--- config.mk ---
export PLATFORM = sky130hd
export DESIGN_NAME = regfile_store
export DESIGN_NICKNAME = d
export VERILOG_FILES = /design/src/rtl/regfile_store.sv
export SDC_FILE = /design/constraint.sdc
export NUM_CORES = 2
export LEC_CHECK = 0
export CORE_AREA = 2 2 449 451
export DETAILED_ROUTE_END_ITERATION = 12
export DIE_AREA = 0 0 451 453
export PLACE_DENSITY_LB_ADDON = 0.08
export SETUP_SLACK_MARGIN = 0.2
export SYNTH_ARGS = -nofsm -noshare
export SYNTH_HDL_FRONTEND = slang
export SYNTH_SLANG_ARGS = --single-unit
--- constraint.sdc ---
create_clock -name clk -period 2.9 [get_ports clk]
set_input_delay 0.58 -clock clk [delete_from_list [all_inputs] [get_ports clk]]
set_output_delay 0.58 -clock clk [all_outputs]
set_load 0.01 [all_outputs]
--- src/rtl/regfile_store.sv ---
// Architectural register file write side: write-back commit, pending-write
// scoreboard, and a valid/ready register dump stream for debug/trace.
module regfile_store #(
  parameter int XLEN = 32,
  parameter int NREG = 32,
  parameter int AW   = $clog2(NREG)
) (
  input  logic                       clk,
  input  logic                       rst,
  input  logic [AW-1:0]              update_register_id,
  input  logic [XLEN-1:0]            update_register_val,
  output logic [NREG-1:0][XLEN-1:0]  registers,
  input  logic                       issue_valid,
  input  logic [AW-1:0]              issue_rd,
  output logic [NREG-1:0]            busy,
  input  logic                       dump_start,
  output logic                       dump_valid,
  input  logic                       dump_ready,
  output logic [AW-1:0]              dump_idx,
  output logic [XLEN-1:0]            dump_data,
  output logic                       dump_active,
  output logic                       dump_done
);

  typedef enum logic [1:0] {IDLE, SEND, DONE} state_t;

  localparam logic [AW-1:0] LAST = AW'(NREG - 1);

  state_t            state, state_n;
  logic [NREG-1:0]   busy_n;
  logic              load;
  logic [AW-1:0]     load_idx;
  logic [XLEN-1:0]   load_val;
  logic              upd_en;

  assign upd_en = (update_register_id != '0);

  always_ff @(posedge clk) begin
    if (rst)
      registers <= '0;
    else if (upd_en)
      registers[update_register_id] <= update_register_val;
  end

  // A same-cycle issue to the retiring index is a newer producer, so set wins.
  always_comb begin
    busy_n = busy;
    if (upd_en) busy_n[update_register_id] = 1'b0;
    if (issue_valid && issue_rd != '0) busy_n[issue_rd] = 1'b1;
    busy_n[0] = 1'b0;
  end

  always_ff @(posedge clk) begin
    if (rst) busy <= '0;
    else     busy <= busy_n;
  end

  always_ff @(posedge clk) begin
    if (rst) state <= IDLE;
    else     state <= state_n;
  end

  always_comb begin
    state_n  = state;
    load     = 1'b0;
    load_idx = dump_idx;
    case (state)
      IDLE: if (dump_start) begin
        state_n  = SEND;
        load     = 1'b1;
        load_idx = '0;
      end
      SEND: if (dump_ready) begin
        if (dump_idx == LAST) begin
          state_n = DONE;
        end else begin
          load     = 1'b1;
          load_idx = dump_idx + AW'(1);
        end
      end
      DONE:    state_n = IDLE;
      default: state_n = IDLE;
    endcase
  end

  // Write-first: a write landing on the index being loaded is forwarded.
  assign load_val = (upd_en && update_register_id == load_idx) ? update_register_val
                                                               : registers[load_idx];

  always_ff @(posedge clk) begin
    if (rst) begin
      dump_idx  <= '0;
      dump_data <= '0;
    end else if (load) begin
      dump_idx  <= load_idx;
      dump_data <= load_val;
    end
  end

  assign dump_valid  = (state == SEND);
  assign dump_done   = (state == DONE);
  assign dump_active = (state != IDLE);

endmodule

==> metrics <==
Initial Utilization=0.2419; vias in the first global route=52794; row cnt=164; Netlist Area Pre-Place=48190 sq um; largest net degree at the start of global routing=112; Util after Layout=0.3781; Max Fclk=295.6 MHz; fin. max-slew vios=0; total track usage=0.3272; Power, Total=38.40 mW; Setup WS post-layout=-0.4827 ns; Post-synth EDFFs=0; clk sinks=1094; final WL=355200 um; Final Hold Violating Endpoints=0; DIE WIDTH=451 um; Setup TNS Final=-11.20 ns; Mapped Avg Cell Area=7.168 sq um; final setup vio count=32; commonest non-fill, non-tap cells in the layout=nand2_1, a21oi_1, clkdlybuf4s50_1; Worst-Margin Slew=1.111 ns; hold buffer count at cts=0; commonest non-fill, non-tap cell in the layout=nand2_1; register area share after synthesis=0.4545; CTS tree=yes; period utilization=1.166; Leak=25.88 nW; DP HPWL=263600 um; MaxCap Viol Count=0; Setup crit start kind=flop; FFs w/ async S/R, synth=0; initial antenna violation count=18; slowest stage delay, CP=0.47 ns; ANT nets after route=0; Core Box Area=199200 sq um; DIE AREA=204300 sq um; grt ovf=0; status=finished with violations; share of layout cells above drive strength 1=0.1584; Synth Net Count=6771; nets=8081; Clock Latency Late Sink=0.83 ns; post-synthesis mux area share=0.005686; H-tree depth=4; failing checks=negative setup slack; initial drt markers=6050; Main synth FF type=dfxtp_1; critical-path cell list=ha_4 -> and4_4 -> o211a_4 -> nor2_4 -> buf_8 -> buf_12 -> buf_16 -> buf_8 -> nand2_4 -> a32o_2 -> a22oi_2 -> buf_4 -> or4b_4 -> a2111oi_4; WS Path Type=flop to flop; filler instances=20571; Cells after Synth=6723; CTS Root Cell=clkbuf_16; Slew headroom=0.2546; unrepaired setup endpoints after global routing=yes; I/O pin count=1143; crit path max fanout=7; Peak supply drop=0.5655 mV; Reg clk slew, reported paths=0.06 ns; Layout area overhead=56.35%; router iterations before antenna repair=5; via/cell ratio=5.310; GP Congestion=0.9509; port bufs=1141; critical path's most frequent cell=buf_8; Max Buffers Root-to-Sink=3; xor/xnor share of the synthesized area=0.0003635; post-synthesis register bit count=1094; largest family of logic cells by synthesized area=simple AND/OR/NAND/NOR gates; Die Height=453 um; Arr. time, crit path=4.10 ns; hold slack=0.1917 ns; compound-gate portion of the synthesized area=0.2149; first-pass GRT wire length=467800 um; worst path bufs/invs=5; Yosys warning total=0; hold crit path type=primary input to flop; delay-heaviest family, CP=compound AO/OA/AOI/OAI gates; WP data required=3.62 ns; Synth Area in Adders=0.0002596; worst-path cell with the longest stage delay=or4b_4; DRC viols=0; Synth Area in Simple Gates=0.2691; routed length per placed instance=32.86 um; fin crit period=3.383 ns; vias post-DR=57394; pwr dens=509.7 nW/um^2; post-synth cell types=61; clk_skew=0.02822 ns; CTS buffer count=141; crit end category=flop
## synth_stat cells, drive strengths merged, types with 64 or more instances
master / instances / area share
a2111oi: 93 / 0.021
a211oi: 115 / 0.018
a21oi: 1128 / 0.12
a31oi: 115 / 0.015
and3: 183 / 0.024
buf: 77 / 0.0088
clkbuf: 593 / 0.046
dfxtp: 1094 / 0.45
nand2: 2574 / 0.20
nand3: 102 / 0.011
nor2: 215 / 0.017
o22ai: 64 / 0.0083
## final cells by class
type / count / area (sq um) / share of cell area
Clock inverter: 51 / 620.6 / 0.008237
Antenna cell: 8 / 20.02 / 0.0002657
Clock buffer: 203 / 4115 / 0.05462
Timing Repair Buffer: 1837 / 19550 / 0.2595
Sequential cell: 1094 / 21910 / 0.2908
Tap cell: 2656 / 3323 / 0.04411
Multi-Input combinational cell: 4957 / 25790 / 0.3423
Inverter: 2 / 8.758 / 0.0001162
## sequential cells by signal, indices dropped and copies added (netlist names)
register,count
state,2
busy,31
registers,1024
dump_data,32
dump_idx,5
## report_power, final
group          switching [mW]  internal [mW]
sequential              0.274           15.3
clock                    7.66           10.8
combinational            2.82           1.61
total                    10.8           27.6
## worst paths after layout
check | startpoint | end | slack, ns | cells after the start
setup / recovery | dump_idx[0] | dump_data[3] | -0.48 | 14
hold / removal | rst | registers[508] | 0.19 | 2
setup reg to reg | dump_idx[0] | dump_data[3] | -0.48 | 14
hold reg to reg | registers[75] | registers[75] | 0.47 | 2
## logic make-up after synthesis
family / count (synthesis)
compound gates: 1734
xor+xnor: 2
fa+ha+maj: 1
buf+inv: 672
flops: 1094
mux: 26
other cells: 1
simple gates: 3193
## worst reg2reg max path, delay by kind of cell (launching register included)
kind	cells	cell delay [ns]
AOI/OAI and AO/OA	4	1.17
and+or+nand+nor	4	0.87
buffers and inverters	5	0.73
DFF	1	0.35
adders and majority gates	1	0.17
## routing by layer
metal / track usage / part of all wire / wire (um)
met1: 0.4093 / 0.41 / 144000
met2: 0.5189 / 0.45 / 160300
met3: 0.06467 / 0.073 / 25900
met4: 0.1975 / 0.070 / 24890
met5: 0 / 0.00011 / 39
## what timing repair did
item | 4_1_cts | 5_1_grt
endpoints found under the hold margin | 0 | 0
cloned | 8 | 16
pin swaps | 35 | 70
gates resized for setup | 177 | 250
setup endpoints to repair | 45 | 33
setup buffers | 24 | 30
## per-stage QoR
stage | setup slack [ns] | cell area (sq um) | std cells
3_3_place_gp | -1.383 | 67420 | 10468
2_1_floorplan | -0.06818 | 48420 | 6723
4_1_cts | -0.4765 | 73350 | 10754
5_1_grt | -0.5044 | 75330 | 10802
6_report | -0.4827 | 75340 | 10808
3_5_place_dp | -1.353 | 67420 | 10468
Power figures use the tool's default switching activity.
